==> src/rtl/matrix_operand_store_if.sv <==
// matrix_operand_store_if: host and multiplier-facing signals of the operand store
interface matrix_operand_store_if;
  logic host_start, ld_we, ld_sel;
  logic [4:0] ld_row, ld_col, rd_row, rd_col;
  logic [31:0] ld_data, rd_data;
  logic busy, complete, err, mm_start;
  logic [4:0] a_i, a_j, b_i, b_j, z_i, z_j;
  logic [31:0] a_in, b_in, z_out;
  logic z_stb, z_ack, mm_done;
  modport master(
    output host_start, ld_we, ld_sel, ld_row, ld_col, ld_data, rd_row, rd_col,
    output a_i, a_j, b_i, b_j, z_out, z_i, z_j, z_stb, mm_done,
    input rd_data, busy, complete, err, mm_start, a_in, b_in, z_ack
  );
  modport slave(
    input host_start, ld_we, ld_sel, ld_row, ld_col, ld_data, rd_row, rd_col,
    input a_i, a_j, b_i, b_j, z_out, z_i, z_j, z_stb, mm_done,
    output rd_data, busy, complete, err, mm_start, a_in, b_in, z_ack
  );
endinterface

==> src/rtl/matrix_operand_store.sv <==
// matrix_operand_store: operand A/B store and result C capture for a sequential matrix multiplier
module matrix_operand_store #(
  parameter int m = 4
) (
  input logic clk,
  input logic rst,
  matrix_operand_store_if.slave bus
);
  typedef enum logic [1:0] {S_IDLE, S_START, S_RUN} state_t;
  localparam int iw = m > 1 ? $clog2(m) : 1;
  localparam logic [15:0] total = 16'(m * m * m);
  state_t state, state_n;
  logic [31:0] a_mem [m][m];
  logic [31:0] b_mem [m][m];
  logic [31:0] c_mem [m][m];
  logic [31:0] rd_q;
  logic [15:0] hs_cnt, hs_next;
  logic ack_pend, z_ack_q, complete_q, err_q, capture, err_set;
  function automatic logic in_rng(input logic [4:0] r, input logic [4:0] c);
    return r < 5'(m) && c < 5'(m);
  endfunction
  always_comb begin
    state_n = state;
    capture = 1'b0;
    hs_next = hs_cnt;
    err_set = 1'b0;
    state_n = state == S_IDLE ? (bus.host_start ? S_START : S_IDLE) :
              state == S_START ? S_RUN : (bus.mm_done ? S_IDLE : S_RUN);
    capture = state == S_RUN && bus.z_stb && !ack_pend && !z_ack_q;
    hs_next = capture && hs_cnt != 16'hFFFF ? hs_cnt + 16'd1 : hs_cnt;
    // a strobe coinciding with done is counted before the count is judged
    err_set = (bus.ld_we && state != S_IDLE) ||
              (capture && !in_rng(bus.z_i, bus.z_j)) ||
              (bus.z_stb && state != S_RUN) ||
              (state == S_RUN && bus.mm_done && hs_next != total);
  end
  always_ff @(posedge clk) begin
    if (rst) begin
      state <= S_IDLE;
      ack_pend <= 1'b0;
      hs_cnt <= '0;
      err_q <= 1'b0;
      z_ack_q <= 1'b0;
      complete_q <= 1'b0;
      rd_q <= '0;
    end else begin
      state <= state_n;
      ack_pend <= capture || (ack_pend && bus.z_stb);
      hs_cnt <= state == S_START ? '0 : hs_next;
      err_q <= state == S_IDLE && bus.host_start ? 1'b0 : err_q || err_set;
      z_ack_q <= capture;
      complete_q <= state == S_RUN && bus.mm_done;
      rd_q <= in_rng(bus.rd_row, bus.rd_col) ? c_mem[bus.rd_row[iw-1:0]][bus.rd_col[iw-1:0]] : '0;
    end
  end
  always_ff @(posedge clk) begin
    if (rst || state == S_START) begin
      for (int r = 0; r < m; r++)
        for (int c = 0; c < m; c++)
          c_mem[r][c] <= '0;
    end else if (capture && in_rng(bus.z_i, bus.z_j)) begin
      c_mem[bus.z_i[iw-1:0]][bus.z_j[iw-1:0]] <= bus.z_out;
    end
  end
  // operands survive reset so a host can rerun without reloading
  always_ff @(posedge clk) begin
    if (!rst && bus.ld_we && state == S_IDLE && in_rng(bus.ld_row, bus.ld_col)) begin
      if (bus.ld_sel) b_mem[bus.ld_row[iw-1:0]][bus.ld_col[iw-1:0]] <= bus.ld_data;
      else a_mem[bus.ld_row[iw-1:0]][bus.ld_col[iw-1:0]] <= bus.ld_data;
    end
  end
  assign bus.a_in = in_rng(bus.a_i, bus.a_j) ? a_mem[bus.a_i[iw-1:0]][bus.a_j[iw-1:0]] : '0;
  assign bus.b_in = in_rng(bus.b_i, bus.b_j) ? b_mem[bus.b_i[iw-1:0]][bus.b_j[iw-1:0]] : '0;
  assign bus.rd_data = rd_q;
  assign bus.busy = state == S_RUN;
  assign bus.mm_start = state == S_START;
  assign bus.complete = complete_q;
  assign bus.err = err_q;
  assign bus.z_ack = z_ack_q;
endmodule

==> src/flat_wrapper.sv <==
// flat-port wrapper written by rule: the top's interface ports become plain ports
module matrix_operand_store_flat 
#(
  parameter int m = 4
)
  (clk, rst, bus_host_start, bus_ld_we, bus_ld_sel, bus_ld_row, bus_ld_col, bus_ld_data, bus_rd_row, bus_rd_col, bus_a_i, bus_a_j, bus_b_i, bus_b_j, bus_z_out, bus_z_i, bus_z_j, bus_z_stb, bus_mm_done, bus_rd_data, bus_busy, bus_complete, bus_err, bus_mm_start, bus_a_in, bus_b_in, bus_z_ack);
  matrix_operand_store_if bus_i ();
  input logic clk;
  input logic rst;
  input wire logic [$bits(bus_i.host_start)-1:0] bus_host_start;
  input wire logic [$bits(bus_i.ld_we)-1:0] bus_ld_we;
  input wire logic [$bits(bus_i.ld_sel)-1:0] bus_ld_sel;
  input wire logic [$bits(bus_i.ld_row)-1:0] bus_ld_row;
  input wire logic [$bits(bus_i.ld_col)-1:0] bus_ld_col;
  input wire logic [$bits(bus_i.ld_data)-1:0] bus_ld_data;
  input wire logic [$bits(bus_i.rd_row)-1:0] bus_rd_row;
  input wire logic [$bits(bus_i.rd_col)-1:0] bus_rd_col;
  input wire logic [$bits(bus_i.a_i)-1:0] bus_a_i;
  input wire logic [$bits(bus_i.a_j)-1:0] bus_a_j;
  input wire logic [$bits(bus_i.b_i)-1:0] bus_b_i;
  input wire logic [$bits(bus_i.b_j)-1:0] bus_b_j;
  input wire logic [$bits(bus_i.z_out)-1:0] bus_z_out;
  input wire logic [$bits(bus_i.z_i)-1:0] bus_z_i;
  input wire logic [$bits(bus_i.z_j)-1:0] bus_z_j;
  input wire logic [$bits(bus_i.z_stb)-1:0] bus_z_stb;
  input wire logic [$bits(bus_i.mm_done)-1:0] bus_mm_done;
  output wire logic [$bits(bus_i.rd_data)-1:0] bus_rd_data;
  output wire logic [$bits(bus_i.busy)-1:0] bus_busy;
  output wire logic [$bits(bus_i.complete)-1:0] bus_complete;
  output wire logic [$bits(bus_i.err)-1:0] bus_err;
  output wire logic [$bits(bus_i.mm_start)-1:0] bus_mm_start;
  output wire logic [$bits(bus_i.a_in)-1:0] bus_a_in;
  output wire logic [$bits(bus_i.b_in)-1:0] bus_b_in;
  output wire logic [$bits(bus_i.z_ack)-1:0] bus_z_ack;
  assign bus_i.host_start = bus_host_start;
  assign bus_i.ld_we = bus_ld_we;
  assign bus_i.ld_sel = bus_ld_sel;
  assign bus_i.ld_row = bus_ld_row;
  assign bus_i.ld_col = bus_ld_col;
  assign bus_i.ld_data = bus_ld_data;
  assign bus_i.rd_row = bus_rd_row;
  assign bus_i.rd_col = bus_rd_col;
  assign bus_i.a_i = bus_a_i;
  assign bus_i.a_j = bus_a_j;
  assign bus_i.b_i = bus_b_i;
  assign bus_i.b_j = bus_b_j;
  assign bus_i.z_out = bus_z_out;
  assign bus_i.z_i = bus_z_i;
  assign bus_i.z_j = bus_z_j;
  assign bus_i.z_stb = bus_z_stb;
  assign bus_i.mm_done = bus_mm_done;
  assign bus_rd_data = bus_i.rd_data;
  assign bus_busy = bus_i.busy;
  assign bus_complete = bus_i.complete;
  assign bus_err = bus_i.err;
  assign bus_mm_start = bus_i.mm_start;
  assign bus_a_in = bus_i.a_in;
  assign bus_b_in = bus_i.b_in;
  assign bus_z_ack = bus_i.z_ack;
  matrix_operand_store #(.m(m)) u_core (.clk(clk), .rst(rst), .bus(bus_i));
endmodule
==> config.mk <==
export PLATFORM = sky130hd
export DESIGN_NAME = matrix_operand_store_flat
export DESIGN_NICKNAME = d
export VERILOG_FILES = /design/src/rtl/matrix_operand_store_if.sv /design/src/rtl/matrix_operand_store.sv /design/src/flat_wrapper.sv
export SDC_FILE = /design/constraint.sdc
export NUM_CORES = 2
export LEC_CHECK = 0
export BUFFER_PORTS_ARGS = -buffer_cell sky130_fd_sc_hd__clkbuf_2
export CAP_MARGIN = 10
export CORE_MARGIN = 1
export CORE_UTILIZATION = 59
export DETAILED_ROUTE_END_ITERATION = 6
export PLACE_DENSITY_LB_ADDON = 0.25
export SYNTH_ARGS = -nofsm -noshare
export SYNTH_HDL_FRONTEND = slang
export SYNTH_SLANG_ARGS = --single-unit
==> constraint.sdc <==
create_clock -name clk -period 11.45 [get_ports clk]
set_clock_uncertainty 0.05 [all_clocks]
set_input_delay 1.7175 -clock clk [delete_from_list [all_inputs] [get_ports clk]]
set_output_delay 1.7175 -clock clk [all_outputs]
set_load 0.01 [all_outputs]
After elaboration in Yosys (flattened, before gate mapping):

Memory sizes are Yosys's and may differ from the RTL's.
Cells that the tools add are included.

* logic and storage cells: 111
* bits in registers: 54
* memories: 3
* output and inout bits: 101
* memory bits (writable): 1536

* reduce and logical (&&, ||, !) cells: 38
* $lt $le $gt $ge: 17
* bitwise operators: 6
* eq/ne operators: 5
* muxes and demuxes: 34
* add/subtract/negate cells: 1

Memory list
* u_core.a_mem: depth 4, width 128, read ports 1, clocked after memory_dff 0, write ports 1, RTL line matrix_operand_store.sv:13 `logic [31:0] a_mem [m][m];`
* u_core.b_mem: depth 4, width 128, read ports 1, clocked after memory_dff 0, write ports 1, RTL line matrix_operand_store.sv:14 `logic [31:0] b_mem [m][m];`
* u_core.c_mem: depth 4, width 128, read ports 1, clocked after memory_dff 0, write ports 4, RTL line matrix_operand_store.sv:15 `logic [31:0] c_mem [m][m];`

Operators by type and width (number)
* two-way mux 128 bit: 5
* two-way mux 32 bit: 10
* binary-select mux 32 bit (select 2 bit): 3
* demux 32 bit (select 2 bit): 2
* OR reduction 128 bit: 1
* < comparator 5 x 3 -> 1 bit, second input constant: 10
* logical AND 1 bit: 22
* adder 16 x 1 -> 16 bit, second input constant: 1
* two-way mux 16 bit: 1
* != test 16 bit, second input constant: 1
* != test 16 x 7 -> 1 bit, second input constant: 1
* greater-or-equal comparator 3 bit, second input constant: 5
* inverter 2 -> 3 bit: 5
* two-way mux 1 bit: 9
* two-way mux 2 bit: 4
* logical OR 1 bit: 6
* < comparator 3 x 1 -> 1 bit, second input constant: 2
* OR reduction 2 bit: 3
* logical NOT 1 bit: 4
* == test 2 x 1 -> 1 bit, second input constant: 1
* == test 2 bit, second input constant: 1
* logical NOT 2 bit: 1
* != test 2 bit, second input constant: 1
* nonzero test 2 bit: 1
* inverter 1 bit: 1

Longest topological paths before layout:

* word-level depth: 10
* gate-level depth with buffers: 9

Worst setup path after synthesis:

No wires, ideal clock.

* kind: input to register
* start: input port bus_z_stb
* end: memory u_core.c_mem[1][100] in the netlist's numbering, enable pin
* path buffers: 2
* cell stages on the path: 7
* setup slack: 5.752 ns
* arrival time: 5.183 ns
* cell sequence: nand4bb_2 -> or2_1 -> buf_6 -> nor3_4 -> or3b_1 -> buf_6 -> o21ai_0

RTL lines
* start, declared: RTL line flat_wrapper.sv:25 `input wire logic [$bits(bus_i.z_stb)-1:0] bus_z_stb;`
* end, declared: RTL line matrix_operand_store.sv:15

Worst setup path after layout:

* start: input port bus_a_i[0]
* end: output port bus_a_in[25]

* cells in the longest elaborated chain, start to end: 5

Ends and longest elaborated chain
* start, declared: RTL line flat_wrapper.sv:18 `input wire logic [$bits(bus_i.a_i)-1:0] bus_a_i;`
* memory (4 x 128 bit)
* binary-select mux 32 bit (select 2 bit): RTL line matrix_operand_store.sv:72 `assign bus.a_in = in_rng(bus.a_i, bus.a_j) ? a_mem[bus.a_i[iw-1:0]][bus.a_j[iw-1:0]] : '0;`
* two-way mux 32 bit (not written as such) (2 in series): RTL line matrix_operand_store.sv:72
* two-way mux 32 bit (*): RTL line matrix_operand_store.sv:72
* end, declared: RTL line flat_wrapper.sv:32 `output wire logic [$bits(bus_i.a_in)-1:0] bus_a_in;`

Mark *: on every way between the ends. The rest lies on a longest branch, timed or not. The select of a mux whose other input is x is not followed.

==> flow_summary.yaml <==
status:
  outcome: "completed"
global_route:
  grt_pass1_wl_mm: 217.1
  antenna_found_initial: 9
  grt_use_total: 0.2750
  overflow: 0
  grt_pass1_vias: 32930
  grt_max_degree: 84
pwr:
  ir_worst_vdd_v: 0.0001522
  finalPower_mw: 12.27
  powerDensity_nw_per_um2: 169.7
  power.leakage_nw: 24.14
worst_setup_path:
  critPathLaunch: "bus_a_i[0]"
  cp_common_cell: "mux4_2"
  r2r-start: "u_core.state[1]"
  cp_data_required_time_ps: 9680
  worstSetupEndpointType: "output port"
  critPathBufInv: 3
  critPathMaxStageDelay_ps: 920
  crit_type: "in -> out"
  cp_slowest_cell: "buf_4"
  arrival_ps: 4850
  path_cells: "clkbuf_8 -> buf_4 -> mux4_2 -> mux4_2 -> nor2b_1 -> clkbuf_2"
  start_kind: "input pin"
  cp_top_family: "buffers and inverters"
  cp_max_fo: 77
logic_synthesis:
  netlist_top_cells_area: "edfxtp_1, mux4_2, and2_1"
  syn-num-nets: 3242
  synth_seq_cells: 1590
  synth_top_cell_by_area: "edfxtp_1"
  netlist_area_sq_um: 63980
  synth_most_common_cell: "edfxtp_1"
  synth_common_cells: "edfxtp_1, and2_1, mux4_2"
  synth_edf_count: 1536
  synth_cells: 3120
  synthArstFlopShare: 0
  yosysSeqAreaShare: 0.7378
  synthesis.yosys.warnings: 0
  ys_types: 48
  synthDominantCellAreaShare: 0.7209
  synthFlopType: "edfxtp_1"
  avgSynthCellArea_sq_um: 20.51
clock_network:
  postCtsHoldBufs: 0
  cts_sinks: 1590
  clockRootBuffer: "clkbuf_16"
  clkLatencyLatePin_ps: 770
  cts_resized: 0
  postCtsSetupBuffers: 0
  htreeDepth: 4
  cts_tree: "done"
  cts_buffer_depth: 3
  path_clk_slew_ps: 60
  cts_buffers: 157
cells_and_area:
  area_growth_pct: 13.04
  seq_area_sq_um: 47210
  finish.utilization: 0.6736
  fin_cells: 4897
  final_nets: 3488
  multi_input_area_sq_um: 16360
  drive_above_1_share: 0.3100
  nFillCells: 6654
sta:
  fin_setup_tns_ps: 0
  rsz0062_at_grt: "false"
  slew_violations: 0
  period_needed_ps: 6615
  tightest_slew_ps: 1177
  slew_headroom: 0.2154
  final-setup-viol-count: 0
  fin_crit_sh: 0.5778
  max_freq_mhz: 151.2
  hold_slack_ps: 417.6
  hold_viol_final: 0
drt:
  wl_mm: 148.6
  drt_iter0_drc: 3522
  drc: 0
  avgViaCountPerCell: 6.413
  wl_per_cell_um: 30.34
  dr.pass1.iters: 6
  via_count: 31400
  ant_nets: 0
floorplanning:
  dieHeight_um: 331.3
  die_w_um: 331.3
  core_sq_um: 107400
  die-area_sq_um: 109800
  rows: 120
  ios: 222
  start_util: 0.5960
placed_design:
  dp.cells: 4610
  place_congestion: 0.7901
  hpwl_mm: 76.81
  io_buffers: 221
run:
  cap_viol_max_count: 0
min_path:
  hold_class: "reg -> reg"
  hp-start: "u_core.ack_pend"
==> cell usage in the layout (no fill, tap or decap), types with 3 or more instances in the layout <==
| cell type | instances |
|---|---|
| xor2_1 | 4 |
| and2_1 | 516 |
| nand4_1 | 8 |
| clkinv_2 | 27 |
| nor2_1 | 27 |
| diode_2 | 4 |
| clkbuf_1 | 29 |
| o21ai_0 | 5 |
| and3_1 | 5 |
| inv_16 | 4 |
| bufinv_16 | 13 |
| nor4_1 | 9 |
| clkinv_16 | 9 |
| clkinv_1 | 24 |
| a211oi_1 | 5 |
| clkinvlp_4 | 4 |
| nor3_1 | 8 |
| nand2b_2 | 4 |
| clkbuf_8 | 15 |
| mux2i_1 | 4 |
| nand2_1 | 20 |
| buf_4 | 81 |
| dfxtp_1 | 54 |
| nor2b_1 | 102 |
| and4_1 | 3 |
| mux4_2 | 480 |
| nand2b_1 | 5 |
| edfxtp_1 | 1536 |
| o21ai_4 | 12 |
| nor2_4 | 36 |
| nor3_2 | 3 |
| clkbuf_16 | 158 |
| nand3_1 | 9 |
| clkbuf_2 | 214 |
| nor4b_1 | 4 |
| nor2_2 | 9 |
| a21oi_1 | 3 |
| xnor2_1 | 9 |
==> cells by family (layout without fill, tap and decap cells) <==
logic type                 count (synthesis)  in the layout  share of synthesized area
other                                      0              4                          0
muxes                                    485            485                     0.1698
DFF                                     1590           1590                     0.7378
and+or+nand+nor                          785            785                    0.07404
buffers and inverters                    214            584                    0.01342
xor gates and xnor gates                  13             13                   0.001780
AOI/OAI and AO/OA                         32             32                   0.002953
adders and majority gates                  1              1                  0.0001955
==> stage by stage <==
step	cell area (sq um)	worst slack, ps
after global placement	67050	4730
after CTS	72310	4693
after detailed placement	67050	4710
after global routing	72310	4507
after floorplan	63980	5752
final	72320	4835
==> per-layer routing <==
metal  routed length [um]  track usage
met5                   49            0
met3                11330      0.04478
met1                54060       0.3527
met2                78800       0.4827
met4                 4341      0.08956
==> report_power, final <==
group / internal [mW] / total [mW] / switching (mW)
clock network: 2.95 / 5.18 / 2.24
registers: 6.48 / 6.51 / 0.0277
logic: 0.250 / 0.579 / 0.329
==> cell type report <==
cell class                 count  area share
timing repair buffer         299     0.02386
tap                         1403     0.02427
multi-input combinational   1316      0.2262
inverter                       2   0.0001038
clock buffer                 199     0.05846
sequential                  1590      0.6527
clock inverter                84     0.01424
antenna                        4   0.0001384
==> worst reg2reg max path: stages, from the launching register on <==
cell	delay, ps
dfxtp_1	430
nand4bb_2	210
or2_1	380
nor3_4	340
nand3b_1	480
nor3_2	240
buf_4	490
nand2b_2	420
buf_4	540
==> flip-flops by register name, indices dropped and copies added, names as in the netlist <==
register,cells
u_core.hs_cnt,16
u_core.bus.rd_data,32
u_core.b_mem,512
u_core.state,2
u_core.ack_pend,1
u_core.bus.err,1
u_core.bus.z_ack,1
u_core.bus.complete,1
u_core.a_mem,512
u_core.c_mem,512
==> path summary, 6_finish.rpt <==
check | to | slack (ps) | cells after the start
max | bus_a_in[25] | 4830 | 6
min | u_core.ack_pend | 420 | 2
max reg2reg | u_core.c_mem[0][74] | 7470 | 8
min reg2reg | u_core.ack_pend | 420 | 2
Note: power is estimated with default switching activity, not from simulation.
